`config.mk`:
```
export PLATFORM = sky130hd
export DESIGN_NAME = wb_port_arbiter
export DESIGN_NICKNAME = d
export VERILOG_FILES = /design/src/rtl/wb_port_arbiter.sv
export SDC_FILE = /design/constraint.sdc
export NUM_CORES = 1
export LEC_CHECK = 0
export ABC_CLOCK_PERIOD_IN_PS = 3700
export CORE_AREA = 2 2 91 93
export CTS_CLUSTER_DIAMETER = 40
export DETAILED_ROUTE_END_ITERATION = 10
export DIE_AREA = 0 0 93 95
export PLACE_DENSITY = 0.78
export SETUP_SLACK_MARGIN = 0.02
export SYNTH_ARGS = -nofsm -noshare
export SYNTH_HDL_FRONTEND = slang
export SYNTH_SLANG_ARGS = --single-unit
```
`constraint.sdc`:
```
create_clock -name clk -period 3.7 [get_ports clk]
set_input_delay 0.74 -clock clk [delete_from_list [all_inputs] [get_ports clk]]
set_output_delay 0.74 -clock clk [all_outputs]
set_load 0.05 [all_outputs]
```
`src/rtl/wb_port_arbiter.sv`:
```
// Register-file write-port arbiter: EX passes through in the same cycle; LU results go through a FIFO into idle port cycles.
// Latency: EX 0 cycles, LU at least 1 cycle. Backpressure: lu_rdy_o drops when the FIFO is full, and ex_stall_o holds EX on a forced drain.

module sync_fifo #(
   parameter int WIDTH = 8,
   parameter int DEPTH = 2
) (
   input  logic                       clk,
   input  logic                       rst,
   input  logic                       push_vld,
   input  logic [WIDTH-1:0]           push_dat,
   input  logic                       pop_vld,
   output logic [WIDTH-1:0]           head_dat,
   output logic [$clog2(DEPTH+1)-1:0] count
);
   localparam int PW = (DEPTH > 1) ? $clog2(DEPTH) : 1;
   localparam int CW = $clog2(DEPTH + 1);
   localparam logic [CW-1:0] FULL_CNT = CW'(DEPTH);

   logic [WIDTH-1:0] mem [DEPTH];
   logic [PW-1:0]    wr_ptr;
   logic [PW-1:0]    rd_ptr;
   logic             do_push;
   logic             do_pop;

   assign do_push  = push_vld & (count != FULL_CNT);
   assign do_pop   = pop_vld & (count != '0);
   assign head_dat = mem[rd_ptr];

   always_ff @(posedge clk) begin
      if (do_push) begin
         mem[wr_ptr] <= push_dat;
      end
   end

   // DEPTH is a power of two, so the pointers wrap by plain overflow.
   always_ff @(posedge clk) begin
      if (rst) begin
         wr_ptr <= '0;
         rd_ptr <= '0;
         count  <= '0;
      end else begin
         if (do_push) begin
            wr_ptr <= wr_ptr + PW'(1);
         end
         if (do_pop) begin
            rd_ptr <= rd_ptr + PW'(1);
         end
         case ({do_push, do_pop})
            2'b10:   count <= count + CW'(1);
            2'b01:   count <= count - CW'(1);
            default: count <= count;
         endcase
      end
   end
endmodule

module wb_port_arbiter #(
   parameter int W_RD       = 5,
   parameter int WORD       = 32,
   parameter int DEPTH      = 2,
   parameter int STARVE_MAX = 4
) (
   input  logic            clk,
   input  logic            rst,
   input  logic            ex_v_i,
   input  logic            ex_wb_i,
   input  logic [W_RD-1:0] ex_rd_num_i,
   input  logic [WORD-1:0] ex_rd_data_i,
   output logic            ex_stall_o,
   input  logic            lu_v_i,
   input  logic [W_RD-1:0] lu_rd_num_i,
   input  logic [WORD-1:0] lu_rd_data_i,
   output logic            lu_rdy_o,
   output logic            wb_o,
   output logic [W_RD-1:0] wbr_num_o,
   output logic [WORD-1:0] wb_data_o
);
   localparam int CW = $clog2(DEPTH + 1);
   localparam int SW = $clog2(STARVE_MAX + 1);
   localparam logic [CW-1:0] FULL_CNT   = CW'(DEPTH);
   localparam logic [SW-1:0] STARVE_LIM = SW'(STARVE_MAX);

   typedef struct packed {
      logic [W_RD-1:0] rd;
      logic [WORD-1:0] dat;
   } lu_ent_t;

   lu_ent_t         push_ent;
   lu_ent_t         head_ent;
   logic [CW-1:0]   count;
   logic [SW-1:0]   starve;
   logic            ex_req;
   logic            fifo_ne;
   logic            force_drain;
   logic            grant_ex;
   logic            grant_lu;
   logic            push_vld;

   assign ex_req      = ex_v_i & ex_wb_i;
   assign fifo_ne     = (count != '0);
   assign force_drain = fifo_ne & (starve == STARVE_LIM);

   assign grant_lu   = ~rst & fifo_ne & (force_drain | ~ex_req);
   assign grant_ex   = ~rst & ex_req & ~force_drain;
   assign ex_stall_o = ~rst & force_drain & ex_req;

   // No pop-through: readiness depends only on the registered count.
   assign lu_rdy_o = ~rst & (count != FULL_CNT);

   // Writes to r0 complete the handshake but are dropped rather than buffered.
   assign push_vld = lu_v_i & lu_rdy_o & (lu_rd_num_i != '0);
   assign push_ent = '{rd: lu_rd_num_i, dat: lu_rd_data_i};

   sync_fifo #(
      .WIDTH ($bits(lu_ent_t)),
      .DEPTH (DEPTH)
   ) u_lu_fifo (
      .clk      (clk),
      .rst      (rst),
      .push_vld (push_vld),
      .push_dat (push_ent),
      .pop_vld  (grant_lu),
      .head_dat (head_ent),
      .count    (count)
   );

   always_ff @(posedge clk) begin
      if (rst) begin
         starve <= '0;
      end else if (grant_lu || !fifo_ne) begin
         starve <= '0;
      end else if (grant_ex && (starve != STARVE_LIM)) begin
         starve <= starve + SW'(1);
      end
   end

   always_comb begin
      wb_o      = 1'b0;
      wbr_num_o = '0;
      wb_data_o = '0;
      if (grant_lu) begin
         wb_o      = 1'b1;
         wbr_num_o = head_ent.rd;
         wb_data_o = head_ent.dat;
      end else if (grant_ex) begin
         wb_o      = 1'b1;
         wbr_num_o = ex_rd_num_i;
         wb_data_o = ex_rd_data_i;
      end
   end
endmodule
```
==> flow_summary.yaml, run 1 <==
worst_setup_path:
  crit_path_end_kind: "output port"
  arrival_ns: 2.68
  crit_path_cell_trace: "clkdlybuf4s50_1 -> a311o_2 -> o2bb2ai_1 -> buf_12"
  cp.required_ns: 2.96
  r2r_slack_ns: 1.15
  crit_end: "wb_data_o[7]"
  timing_worst_setup_path_type: "in -> out"
  critPathMaxStageDelay_ns: 0.77
  start_kind: "input pin"
  rr_startpoint: "starve[0]"
  crit_path_start: "rst"
  r2r_cells: 8
  critPathSlowestCell: "a311o_2"
  worstReg2RegEnd: "u_lu_fifo.count[1]"
  crit_fanout: 39
cts:
  clockBufferDepth: 2
  cts_max_level: 3
  post_cts_buffers: 0
  cts_resized: 0
  cts_root_buf: "clkbuf_8"
  hold_buffers: 0
  cts_tree: "built"
  clock_latency_ns: 0.34
  cts_buffers: 9
  cts_sinks: 82
  path_clk_slew_ns: 0.08
placed_design:
  dpl.hpwl_um: 5160
  placed_cells: 424
  portBuffers: 118
  dp_slack_ns: 0.312
  gp_congestion: 0.674
die:
  rows: 33
  start_util_pct: 43.5
  die_width_um: 93
  die_y_um: 95
  core_area_um2: 7930
  io_pins: 119
  dieArea_um2: 8840
routing:
  drtIter0Drc: 47
  drc_errors: 0
  ant_nets: 0
  avgRoutedWirePerCell_um: 16.4
  vias: 2209
  vias_per_cell: 5.02
  dr.pass1.iters: 4
  routed_wl_um: 7200
global_route:
  antenna_found_initial: 0
  grt_use_met3_pct: 4.15
  use_met1_pct: 19.4
  use_met2_pct: 30.6
  busiest_layer: "met2"
  grt_max_degree: 40
  grt_usage_pct: 17.1
  grt_pass1_wl_um: 11200
  grt_overflow: 0
  grt_pass1_vias: 2345
synthesis:
  seq_area_frac_synth_pct: 69.1
  ys_types: 27
  synth_fp_nets: 289
  synth_warnings: 0
  syn-instance-count: 207
  syn_area_um2: 3450
  synth_seq_cells: 82
  synth.avg_cell_area_um2: 16.7
sta:
  worstMarginPinSlew_ns: 0.890
  hold_viol_final: 0
  fmax_mhz: 292
  fin_worst_skew_ns: 0.00858
  relSlewSlack_pct: 40.7
  setup_viol: 0
  hold_slack_ns: 0.471
  setup_ws_ns: 0.276
  rsz0062_at_grt: "no"
  slew_violations: 0
  fin_crit_ns: 3.42
  min_period_over_period_pct: 92.5
power:
  vdd_drop_max_mv: 0.290
  power_density_nw_per_um2: 466
  p_leak_nw: 1.76
  finalPower_w: 0.00250
layout:
  mostFrequentLayoutCells: "clkdlybuf4s50_1, edfxtp_1, buf_12"
  finalNonFillerCells: 440
  utilization_pct: 67.6
  layout_commonest_cell: "clkdlybuf4s50_1"
  antenna_cells: 0
  nets: 412
  drive_gt1_share_pct: 21.5
  syn_to_final_growth_pct: 55.5
hold_path:
  min_path_type: "reg -> reg"
  worstHoldStart: "starve[0]"
  hold_depth: 1
status:
  run_status: "completed"
flow_run:
  max-cap-violations: 0
-- layer usage --
layer | routed length (um) | vias up
met5 | 0 | -
met2 | 3760 | 82
met3 | 378 | 12
met4 | 93 | 0
met1 | 2970 | 1043
li1 | - | 1072
-- registers in the layout, summed over array words and instances, names as in the netlist, named ones only --
name and flops:
starve 3, u_lu_fifo.rd_ptr 1, u_lu_fifo.wr_ptr 1, u_lu_fifo.mem 74, u_lu_fifo.count 2
-- cells in the mapped netlist (all sizes together) --
cell / instances / area [um2]
buf: 10 / 58.8
clkbuf: 2 / 7.51
mux2i: 38 / 380
dfxtp: 8 / 160
or2: 1 / 6.26
inv: 6 / 22.5
xnor2: 2 / 17.5
or4b: 1 / 10.0
xor2: 2 / 17.5
a311o: 1 / 10.0
or4: 1 / 7.51
nand2b: 1 / 6.26
ha: 3 / 37.5
o21ai: 1 / 5.00
or3: 1 / 6.26
o2bb2ai: 37 / 380
nor3: 1 / 5.00
nand2: 2 / 7.51
a21oi: 3 / 15.0
o211ai: 1 / 12.5
edfxtp: 74 / 2220
nor2: 11 / 51.3
-- logic make-up (layout without fill, tap and decap cells) --
| family | Yosys count | after routing | share of synthesized area (%) |
|---|---|---|---|
| flip-flops | 82 | 82 | 69.1 |
| AO/OA/AOI/OAI | 43 | 43 | 12.3 |
| multiplexers | 38 | 38 | 11.0 |
| AND/OR/NAND/NOR | 19 | 19 | 2.90 |
| buffers and inverters | 18 | 146 | 2.58 |
| XOR/XNOR | 4 | 4 | 1.02 |
| adder cells (fa/ha/maj) | 3 | 3 | 1.09 |
-- worst min-delay path by stage --
| stage | endpoint | slack (ns) |
|---|---|---|
| after floorplan | starve[0] | 0.42 |
| after global placement | starve[0] | 0.43 |
| after detailed placement | starve[0] | 0.46 |
| after CTS | starve[0] | 0.47 |
| after global routing | starve[0] | 0.50 |
| final | starve[0] | 0.47 |
-- critical path, delay by kind of cell --
family                 cells  cell delay (ns)
AO/OA/AOI/OAI              2             1.05
buffers and inverters      2             0.87
-- metrics by stage --
step	area, um2	TNS [ns]
2_1_floorplan	3450	-27.68
3_3_place_gp	5150	0
5_1_grt	5360	0
3_5_place_dp	5150	0
6_report	5360	0
4_1_cts	5360	0
-- layout make-up --
cell class	instances	area, um2
fillers	573	2570
flip-flops and latches	82	2380
repair buffers	124	1620
multi-input cells	107	992
clock buffers	11	131
well taps	105	131
clock inverters	5	78.8
inverters	6	22.5
-- power breakdown --
group          switching, W  internal [W]  total [W]
clock network      0.000298      0.000378   0.000676
registers         0.0000383       0.00107    0.00111
logic              0.000374      0.000337   0.000711
total              0.000710       0.00179    0.00250
(Power assumes the default switching activity.)
==> run 2: changes to the inputs <==
--- a/config.mk
+++ b/config.mk
@@ -8,6 +8,7 @@
 export ABC_CLOCK_PERIOD_IN_PS = 3700
 export CORE_AREA = 2 2 91 93
 export CTS_CLUSTER_DIAMETER = 40
+export CTS_CLUSTER_SIZE = 10
 export DETAILED_ROUTE_END_ITERATION = 10
 export DIE_AREA = 0 0 93 95
 export PLACE_DENSITY = 0.78
@@ -15,3 +16,4 @@
 export SYNTH_ARGS = -nofsm -noshare
 export SYNTH_HDL_FRONTEND = slang
 export SYNTH_SLANG_ARGS = --single-unit
+export TNS_END_PERCENT = 1
==> results of run 2 <==
Same layout as run 1: the final DEF is identical, and so are final timing and power.
